--- src/rtl/comparador_blink_leds.sv ---
// LED presentation stage for the 3-bit magnitude comparator: registers the 12-bit result and drives the LEDs.
// Define COMPARADOR_BLINK_BURST_EN to compile in the attention burst that flashes the bank on every change.
module comparador_blink_leds #(
    parameter int unsigned TICK_DIV    = 12_500_000,
    parameter int unsigned BURST_TICKS = 6,
    parameter bit          ACTIVE_LOW  = 1'b0
) (
    input  logic        clk,
    input  logic        rst_n,
    input  logic [11:0] cmp_in,
    output logic [11:0] led,
    output logic        busy
);

    localparam int unsigned      DIV_W    = $clog2(TICK_DIV);
    localparam logic [DIV_W-1:0] DIV_LAST = DIV_W'(TICK_DIV - 1);
    localparam logic [11:0]      LED_RST  = ACTIVE_LOW ? 12'hFFF : 12'h000;

    if (TICK_DIV < 2 || BURST_TICKS < 1) begin : g_bad_cfg
        $error("comparador_blink_leds: TICK_DIV must be >= 2 and BURST_TICKS >= 1");
    end

    logic [11:0]      cmp_q;
    logic [DIV_W-1:0] div_cnt;
    logic [DIV_W-1:0] div_cnt_d;
    logic [1:0]       ph;
    logic [1:0]       ph_d;
    logic [11:0]      disp;
    logic [11:0]      disp_idle;
    logic             tick;
    logic             fast;
    logic             slow;

    assign tick = (div_cnt == DIV_LAST);
    assign fast = ph[0];
    assign slow = ph[1];

    // Less blinks fast, equal is steady, greater blinks slow; detail bits are always steady.
    assign disp_idle = {cmp_q[11] & slow, cmp_q[10], cmp_q[9] & fast, cmp_q[8:0]};

`ifdef COMPARADOR_BLINK_BURST_EN

    typedef enum logic {
        IDLE  = 1'b0,
        BURST = 1'b1
    } state_t;

    localparam int unsigned BCNT_W = $clog2(BURST_TICKS + 1);

    state_t            state;
    state_t            state_d;
    logic [BCNT_W-1:0] bcnt;
    logic [BCNT_W-1:0] bcnt_d;
    logic              change;

    assign change = (cmp_in != cmp_q);

    always_comb begin
        // NOTE: every output of this block gets a default first, so no path can infer a latch.
        state_d   = state;
        bcnt_d    = bcnt;
        div_cnt_d = tick ? '0 : div_cnt + 1'b1;
        ph_d      = tick ? ph + 2'd1 : ph;
        disp      = disp_idle;

        case (state)
            BURST: begin
                disp = fast ? cmp_q : 12'h000;
                if (tick) begin
                    bcnt_d = bcnt - 1'b1;
                    if (bcnt == BCNT_W'(1)) begin
                        state_d = IDLE;
                    end
                end
            end
            default: ;
        endcase

        // A change (re)starts the burst and wins over a burst-ending tick on the same edge.
        if (change) begin
            state_d   = BURST;
            div_cnt_d = '0;
            ph_d      = 2'b11;
            bcnt_d    = BCNT_W'(BURST_TICKS);
        end
    end

    always_ff @(posedge clk or negedge rst_n) begin
        if (!rst_n) begin
            state <= IDLE;
            bcnt  <= '0;
            busy  <= 1'b0;
        end else begin
            state <= state_d;
            bcnt  <= bcnt_d;
            busy  <= (state == BURST);
        end
    end

`else

    always_comb begin
        div_cnt_d = tick ? '0 : div_cnt + 1'b1;
        ph_d      = tick ? ph + 2'd1 : ph;
        disp      = disp_idle;
    end

    assign busy = 1'b0;

`endif

    always_ff @(posedge clk or negedge rst_n) begin
        if (!rst_n) begin
            cmp_q   <= '0;
            div_cnt <= '0;
            ph      <= '0;
            led     <= LED_RST;
        end else begin
            // NOTE: sequential state uses non-blocking assignments so every register samples pre-edge values.
            cmp_q   <= cmp_in;
            div_cnt <= div_cnt_d;
            ph      <= ph_d;
            led     <= ACTIVE_LOW ? ~disp : disp;
        end
    end

endmodule

--- config.mk ---
export PLATFORM = sky130hd
export DESIGN_NAME = comparador_blink_leds
export DESIGN_NICKNAME = d
export VERILOG_FILES = /design/src/rtl/comparador_blink_leds.sv
export SDC_FILE = /design/constraint.sdc
export NUM_CORES = 1
export LEC_CHECK = 0
export CAP_MARGIN = 0
export CORE_ASPECT_RATIO = 2
export CORE_MARGIN = 2
export CORE_UTILIZATION = 45
export CTS_CLUSTER_DIAMETER = 120
export DETAILED_ROUTE_END_ITERATION = 16
export PLACE_DENSITY = 0.68
export SLEW_MARGIN = 5
export SYNTH_ARGS = -nofsm -noshare
export SYNTH_HDL_FRONTEND = slang
export SYNTH_SLANG_ARGS = --single-unit
export TNS_END_PERCENT = 20
--- constraint.sdc ---
create_clock -name clk -period 2.5 [get_ports clk]
set_clock_uncertainty 0.2 [all_clocks]
set_input_delay 0.625 -clock clk [delete_from_list [all_inputs] [get_ports clk]]
set_output_delay 0.625 -clock clk [all_outputs]
set_load 0.05 [all_outputs]
Word level (Yosys, flattened, before mapping)

Cells that the tools add are included.

Memory bits (writable): 0
Bits of input ports: 14
Logic and storage cells: 10
Memories kept: 0
Output and inout bits: 13
Bits in read-only memories: 0
Latch bits: 0
Register bits after elaboration: 50

Magnitude comparators: 0
Eq/ne operators: 1
Bitwise logic cells: 2
Multipliers: 0
Div/mod/pow operators: 0
Multiplexer cells: 1
Reductions and logical operators: 0
Add/subtract/negate cells: 2
Shift-type cells: 0

Operator list:

| operator              | number |
|---|---|
| $add 24x1->24 const B | 1 |
| $eq 24x24->1 const B  | 1 |
| $mux 24               | 1 |
| $add 2x1->2 const B   | 1 |
| $and 1x1->1           | 2 |

Logic depth before layout (Yosys ltp)

Gate-level depths: netlist of run 1.

Depth after elaboration: 2
Mapped depth: 6
Mapped depth without buffers: 5

Least setup slack after synthesis of run 1

Ideal clock, no wire load.

Kind: reg2reg
From: register div_cnt[6]
To: register div_cnt[15]
Setup time: 0.078 ns
Arrival: 1.676 ns
Buffers on the path: 1
Period minus slack after synthesis: 1.954 ns
Stages on the path, launching flop included: 6
Path slack: 0.546 ns
Data required time: 2.222 ns
Cells stage by stage: dfrtp_1 nand4_2 or4_4 buf_6 or3_1 a21oi_1

Longest elaborated chain between the ends: 2
Elaborated cells between the ends (all ways): 3
Those cells by class: 1 x add/sub; 1 x eq/ne; 1 x mux

RTL lines:

| what                                                 | line    | RTL |
|---|---|---|
| start: declaration                                   | 24      | `logic [DIV_W-1:0] div_cnt;` |
| start signal: assignment                             | 121     | `div_cnt <= div_cnt_d;` |
| $add 24x1->24 / $eq 24x24->1 (equally long branches) | 103, 34 |  |
| $mux 24 (*)                                          | 103     | `div_cnt_d = tick ? '0 : div_cnt + 1'b1;` |
| via div_cnt_d[15]                                    | 25      | `logic [DIV_W-1:0] div_cnt_d;` |

Mark *: on every way through the listed nets, which the timed path passes. The rest lies on a longest branch.
A chain may end at the register's enable or synchronous reset.

Final worst setup path of run 1

From: register led[11]
To: output port led[11]

RTL lines:

| what                     | line | RTL |
|---|---|---|
| start: declaration       | 11   | `output logic [11:0] led,` |
| start signal: assignment | 123  | `led <= ACTIVE_LOW ? ~disp : disp;` |

No word-level cell between the ends.

==> results of run 1 <==
## metal layers
metal  vias up  global-route usage
li1        599                   -
met1       650               0.169
met2        42               0.322
met3        12              0.0373
met4         0              0.0972
met5         -                   0
## metrics by stage
step,instances,power (mW),utilization
detailed placement,230,0.935,0.541
global route,238,1.52,0.567
global placement,230,0.933,0.541
floorplan,152,0.880,-
finish,238,1.46,0.567
CTS,238,1.47,0.567
## flip-flops by register name, summed over array words and instances, names as in the netlist
signal   count
div_cnt     24
cmp_q       12
ph           2
led         12
## cells in the mapped netlist, drive strengths merged
cell    number  share of area
xnor2        5          0.023
or2          1         0.0033
nor2        11          0.022
nand2       10          0.020
nand4        9          0.033
a211o        1         0.0046
nor2b        1         0.0033
inv          1         0.0020
clkbuf       1         0.0020
o31ai        2         0.0079
and2         3         0.0099
ha           1         0.0066
a21oi        7          0.018
nand3        7          0.018
xor2        11          0.051
and3         3         0.0099
nor4         1         0.0033
o21ai        5          0.013
or4          3          0.014
nand3b       1         0.0040
and3b        1         0.0046
or3          5          0.017
and4         5          0.024
dfrtp       50           0.66
buf          2         0.0099
conb         1         0.0020
nor3         3         0.0079
nor4b        1         0.0046
## kinds of logic (layout without fill, tap and decap cells)
group	Yosys count	count (layout)	share of synthesized area
AND/OR/NAND/NOR	65	65	0.199
flip-flops	50	50	0.661
XOR/XNOR	16	16	0.0740
AO/OA/AOI/OAI	15	15	0.0442
buffers and inverters	4	38	0.0139
adder cells (fa/ha/maj)	1	1	0.00660
other	1	1	0.00198
## worst max-delay path by stage
stage	cells past startpoint	slack, ns	end
2_1_floorplan	5	0.55	div_cnt[15]
3_3_place_gp	4	0.44	div_cnt[19]
3_5_place_dp	4	0.35	div_cnt[23]
4_1_cts	1	0.23	led[1]
5_1_grt	1	0.20	led[1]
6_report	1	0.24	led[11]
## final cells by class
type / instances / share of cell area
tap: 52 / 0.0281
timing repair buffer: 29 / 0.119
clock inverter: 1 / 0.0130
clock buffer: 7 / 0.0329
inverter: 1 / 0.00162
sequential: 50 / 0.540
multi-input combinational: 98 / 0.266
## report_power, final
group	total [mW]	switching [mW]	internal, mW	leakage (nW)
registers	0.830	0.00457	0.826	0.633
logic	0.0858	0.0535	0.0323	0.350
clock network	0.539	0.240	0.299	0.0524
total	1.46	0.298	1.16	1.04
==> reports/qor.yml, run 1 <==
dr_wl_met2_um: 2010
routed.top_layer: "met4"
postCtsHoldBufs: 0
diodes: 0
cts_made_buffers: 5
fmax_mhz: 443
die_area_um2: 4780
fp.dieH_um: 95.8
leakage_nw: 1.04
rows: 33
finalHoldViolCount: 0
grt_max_degree: 32
status: "finished, final reports clean"
synthesis.area_um2: 1890
grt.total_usage: 0.172
multi_input_area_um2: 617
seq_area_um2: 1250
vias: 1303
met1_length_um: 1280
final_cell_mix: "dfrtp_1, clkdlybuf4s50_1, nor2_1, xor2_1, nand2_1"
place_hpwl_um: 2680
stdcell_area_um2: 2320
post-cts-setup-buffers: 0
reg2reg_depth: 4
htreeDepth: 2
drt_iter0_markers: 41
max-cap-violations: 0
io_pins: 27
drtAntennaViolNets: 0
fill_cells: 328
yosysWarnings: 0
grt_remaining_overflow: 0
synth-seq-area-share: 0.661
hold_ws_ns: 0.143
power.density_nw_per_um2: 628
clk_pin_slew_ns: 0.08
rsz0062_at_grt: "false"
place.gp.congestion: 0.827
slowest_delay_ns: 0.80
core_area_um2: 4090
fin_nets: 200
synth_cells: 152
finalWirelength_um: 3570
crit_fanout: 1
dr_wl_met3_um: 159
area_delta_synth_final_pct: 22.4
clock-sinks: 50
clock-root-buffer: "clkbuf_8"
final_common_cell: "dfrtp_1"
initial_core_util: 0.463
cp_top_family: "buffers and inverters"
drc: 0
relSlewSlack: 0.568
synth_fp_nets: 167
rrSetupSlack_ns: 0.32
endpoint_kind: "primary output"
path_buf_inv: 1
clk_path_buf_depth: 2
path_class: "reg2out"
arrival_ns: 1.43
portBuffers: 25
required_ns: 1.67
drive_gt1_frac: 0.0860
cp-startpoint: "led[11]"
crit_slowest_cell: "clkdlybuf4s50_1"
routed_via_density: 5.47
ys_ff_latch: 50
min_path_type: "in2async"
synth.avg_cell_area_um2: 12.5
setup_ws_ns: 0.243
fin_crit_sh: 0.903
grt_pass1_vias: 1337
setup_viol: 0
die_w_um: 49.9
start_kind: "flip-flop"
routedWlPerCell_um: 15.0
cts_resized: 0
first_pass_iters: 4
period_minus_slack_ns: 2.26
crit_chain: "clkdlybuf4s50_1"
antenna_found_initial: 0
dpl_worst_slack_ns: 0.353
clk_latency_ns: 0.30
r2r-start: "div_cnt[5]"
slew_violations: 0
r2r-end: "div_cnt[23]"
ir_drop_uv: 410
grt_pass1_wl_um: 6080
ys_types: 33
cts_tree: "done"
post_dp_cell_area_um2: 2210
finalSetupTns_ns: 0
tightest_slew_ns: 0.648
Note: power is estimated with default switching activity, not from simulation.
==> run 2: changes to the inputs <==
--- a/config.mk
+++ b/config.mk
@@ -11,7 +11,8 @@
 export CORE_UTILIZATION = 45
 export CTS_CLUSTER_DIAMETER = 120
 export DETAILED_ROUTE_END_ITERATION = 16
-export PLACE_DENSITY = 0.68
+export DONT_BUFFER_PORTS = 1
+export GPL_TIMING_DRIVEN = 0
 export SLEW_MARGIN = 5
 export SYNTH_ARGS = -nofsm -noshare
 export SYNTH_HDL_FRONTEND = slang
==> run 2 against run 1 <==
Setup slack gained 0.033 ns. Clock-buffer cell count shrank 2. Wire length shrank 6.1%. Flip-flop and latch count is the same. Total power shrank 8.8%.
==> reports/qor.yml, run 2 (synthesized netlist as in run 1, its figures left out) <==
finalWirelength_um: 3350
finalSetupTns_ns: 0
drc: 0
grt_remaining_overflow: 0
vias: 1180
cts_tree: "done"
period_minus_slack_ns: 2.22
setup_viol: 0
clk_path_buf_depth: 2
finalHoldViolCount: 0
rsz0062_at_grt: "false"
max-cap-violations: 0
r2r-start: "div_cnt[0]"
rrSetupSlack_ns: 0.28
grt_max_degree: 51
arrival_ns: 2.25
initial_core_util: 0.463
start_kind: "flip-flop"
grt.total_usage: 0.166
portBuffers: 0
clock-root-buffer: "clkbuf_8"
intPower_mw: 1.02
dpl_worst_slack_ns: 0.0591
core_area_um2: 4090
endpoint_kind: "flip-flop"
drive_gt1_frac: 0.106
antenna_found_initial: 0
cts_made_buffers: 5
die_area_um2: 4780
slew_violations: 0
clock-sinks: 50
path_class: "reg2reg"
clk_pin_slew_ns: 0.09
setup_ws_ns: 0.276
share_comb_of_total_power: 0.020
htreeDepth: 2
min_path_type: "in2reg"
crit_fanout: 9
worstHoldStart: "cmp_in[9]"
fmax_mhz: 450
fin_nets: 176
final_common_cell: "dfrtp_1"
diodes: 0
grt_pass1_vias: 1236
grt_pass1_wl_um: 5710
largest_reg_flops: 24
leakage_nw: 0.931
min_to: "cmp_q[9]"
drtAntennaViolNets: 0
rows: 33
use_met1: 0.170
met3_usage: 0.0497
first_pass_iters: 4
relSlewSlack: 0.612
routedWlPerCell_um: 15.7
required_ns: 2.53
p_clk_frac: 0.332
regMostFlops: "div_cnt"
area_delta_synth_final_pct: 10.2
r2r-end: "ph[0]"
reg.largest.list: "div_cnt (24), cmp_q (12), led (12)"
die_w_um: 49.9
dp.cells: 204
busiest_layer: "met2"
p_sw_mw: 0.305
place_hpwl_um: 2290
final_cell_mix: "dfrtp_1, xor2_1, nor2_1, nand2_1, nand4_1"
io_pins: 27
power_mw: 1.33
status: "finished, final reports clean"
ir_drop_uv: 441
grtUsageMet2: 0.287
post-cts-setup-buffers: 0
power.density_nw_per_um2: 636
tightest_slew_ns: 0.574
drt_iter0_markers: 28
place.gp.congestion: 0.843
layoutNonFillerInstCount: 213
fin_crit_sh: 0.890
hold_path_depth: 0
pwr-share-seq: 0.649
reg2reg_depth: 6
swShare: 0.229
routed_via_density: 5.54
clk_latency_ns: 0.30
fp.dieH_um: 95.8
## run 2: repair_timing
action | 4_1_cts | 5_1_grt
resized for setup | 0 | 2
setup endpoints to repair | 0 | 15
hold endpoints to repair | 50 | 0
hold buffers | 2 | 0
## run 2: through the flow
stage | cell area [um^2] | utilization | hold WS [ns]
5_1_grt | 2090 | 0.511 | 0.122
6_report | 2090 | 0.511 | 0.145
2_1_floorplan | 1890 | - | 0.129
3_5_place_dp | 1960 | 0.479 | 0.131
3_3_place_gp | 1960 | 0.479 | 0.130
4_1_cts | 2080 | 0.509 | 0.134
## run 2: power by group through the flow
stage / logic (mW) / registers (mW) / clock network [mW]
3_5_place_dp: 0.00448 / 0.878 / 0
5_1_grt: 0.0297 / 0.864 / 0.495
3_3_place_gp: 0.00448 / 0.878 / 0
4_1_cts: 0.0270 / 0.862 / 0.463
2_1_floorplan: 0.00448 / 0.876 / 0
6_report: 0.0259 / 0.861 / 0.440
## run 2: area by class of cell
class / instances / area [um^2]
tap: 52 / 65.1
clock buffer: 5 / 68.8
clock inverter: 2 / 15.0
fill: 355 / 2000
inverter: 1 / 3.75
timing repair buffer: 2 / 37.5
buffer: 3 / 22.5
sequential: 50 / 1250
multi-input combinational: 98 / 624
## run 2: metal layers
layer,up-vias,routed length [um]
met5,-,0
met4,0,102
met3,8,144
met2,29,1870
met1,595,1230
li1,548,-
## run 2: how the worst max path moves through the flow
stage	from	end	slack [ns]	cells past startpoint
final	div_cnt[0]	ph[0]	0.28	6
after global routing	div_cnt[0]	ph[0]	0.08	6
after CTS	div_cnt[0]	div_cnt[3]	0.03	6
after detailed placement	div_cnt[0]	div_cnt[3]	0.06	6
after global placement	div_cnt[0]	ph[0]	0.06	6
after floorplan	div_cnt[6]	div_cnt[15]	0.55	5
## run 2: worst max-delay path, cell delays in order, from the launching register on
cell,delay (ns)
dfrtp_1,0.41
ha_1,0.22
and4_1,0.18
clkbuf_1,0.26
nand3_1,0.28
nor2_2,0.45
xnor2_1,0.17
==> run 3: changes to the inputs <==
--- a/config.mk
+++ b/config.mk
@@ -5,8 +5,9 @@
 export SDC_FILE = /design/constraint.sdc
 export NUM_CORES = 1
 export LEC_CHECK = 0
+export ABC_CLOCK_PERIOD_IN_PS = 2400
 export CAP_MARGIN = 0
-export CORE_ASPECT_RATIO = 2
+export CORE_ASPECT_RATIO = 1.75
 export CORE_MARGIN = 2
 export CORE_UTILIZATION = 45
 export CTS_CLUSTER_DIAMETER = 120
==> constraint.sdc (replaced) <==
create_clock -name clk -period 2.4 [get_ports clk]
set_clock_uncertainty 0.2 [all_clocks]
set_input_delay 0.6 -clock clk [delete_from_list [all_inputs] [get_ports clk]]
set_output_delay 0.6 -clock clk [all_outputs]
set_load 0.05 [all_outputs]
==> run 3 against run 2 <==
Non-clock buffer count stayed put. Setup slack worse by 0.11 ns. Largest cell class unchanged. Total power is 4.9% higher. Wire length is 1.3% higher. Clock-buffer cell count stayed put. Critical path depth stayed put. Clock power is 6.6% higher. Highest routed layer unchanged.
==> reports/qor.yml, run 3 (synthesized netlist as in run 1, its figures left out) <==
status: "finished, final reports clean"
grt_remaining_overflow: 0
max-cap-violations: 0
die_w_um: 53.0
core_area_um2: 4070
fin_nets: 176
layoutNonFillerInstCount: 210
htreeDepth: 2
vias: 1176
start_kind: "flip-flop"
rows: 31
diodes: 0
min_path_type: "in2reg"
initial_core_util: 0.465
hold_ws_ns: 0.119
arrival_ns: 2.20
ir_drop_uv: 455
slowest_delay_ns: 0.48
setup_viol: 0
worstHoldStart: "cmp_in[11]"
power.density_nw_per_um2: 668
routedWlPerCell_um: 16.2
crit_chain: "ha_1 -> and4_1 -> clkbuf_1 -> nand3_1 -> nor3_2 -> a21oi_1"
drt_iter0_markers: 25
required_ns: 2.37
setup_ws_ns: 0.170
dp.cells: 201
r2r-start: "div_cnt[0]"
first_pass_iters: 4
finalHoldViolCount: 0
rrSetupSlack_ns: 0.17
antenna_found_initial: 0
endpoint_kind: "flip-flop"
cp-startpoint: "div_cnt[0]"
cp_top_family: "simple AND/OR/NAND/NOR gates"
clk_latency_ns: 0.30
dpl_worst_slack_ns: -0.0337
cts_made_buffers: 5
finalWirelength_um: 3400
die_area_um2: 4770
final_cell_mix: "dfrtp_1, xor2_1, nor2_1, nand2_1, nand4_1"
path_buf_inv: 1
leakage_nw: 0.931
power_mw: 1.39
fp.dieH_um: 89.8
regMostFlops: "div_cnt"
clk_path_buf_depth: 2
rsz0062_at_grt: "false"
path_class: "reg2reg"
drtAntennaViolNets: 0
tightest_slew_ns: 0.564
place.gp.congestion: 0.888
relSlewSlack: 0.619
routed_via_density: 5.60
grt_pass1_wl_um: 5680
crit_slowest_cell: "nor3_2"
largest_reg_flops: 24
area_delta_synth_final_pct: 10.0
grt_max_degree: 51
fin_crit_sh: 0.929
crit_fanout: 6
grt.total_usage: 0.162
clk_pin_slew_ns: 0.09
io_pins: 27
drc: 0
drive_gt1_frac: 0.106
slew_violations: 0
clock-sinks: 50
reg.largest.list: "div_cnt (24), cmp_q (12), led (12)"
cts_tree: "done"
grt_pass1_vias: 1198
place_hpwl_um: 2290
portBuffers: 0
period_minus_slack_ns: 2.23
final_common_cell: "dfrtp_1"
final_util: 0.512
fmax_mhz: 449
clock-root-buffer: "clkbuf_8"
run 3: cell type report:
cell class,count,area (um^2)
Clock inverter,2,15.0
Buffer,3,22.5
Timing Repair Buffer,2,37.5
Clock buffer,5,68.8
Fill cell,360,1990
Inverter,1,3.75
Sequential cell,50,1250
Multi-Input combinational cell,98,624
Tap cell,49,61.3
run 3: routing by layer:
metal  vias to the layer above  routed length, um  global-route usage
met5                         -                  0                   0
met4                         0                 80              0.0726
met3                         8                120              0.0399
met2                        30               1880               0.271
met1                       589               1320               0.190
li1                        549                  -                   -
run 3: power by group:
part	total [mW]	internal, mW	switching, mW
sequential	0.897	0.860	0.0372
combinational	0.0269	0.00690	0.0200
clock	0.469	0.199	0.269
run 3: metrics by stage:
step	area, um^2	TNS (ns)
floorplan	1890	0
global placement	1960	0
detailed placement	1960	-0.0337
CTS	2080	0
global route	2080	0
finish	2080	0
run 3: what timing repair did:
action                                  CTS  global route
resized for setup                         2             0
endpoints found under the hold margin    50             0
hold buffers                              2             0
buffers inserted                          0             0
endpoints found under the setup margin    6             0
run 3: final timing paths:
kind	end	cells after the start
setup / recovery	div_cnt[17]	6
hold / removal	cmp_q[11]	0
setup reg to reg	div_cnt[17]	6
hold reg to reg	led[1]	0
max in group asynchronous	led[5]	2
min in group asynchronous	div_cnt[20]	2
run 3: worst register-to-register path, delay by kind of cell, from the launching register on:
| kind | cells | cell delay, ns |
|---|---|---|
| compound gates | 1 | 0.10 |
| simple gates | 3 | 0.94 |
| fa+ha+maj | 1 | 0.21 |
| buf+inv | 1 | 0.26 |
| flops | 1 | 0.40 |
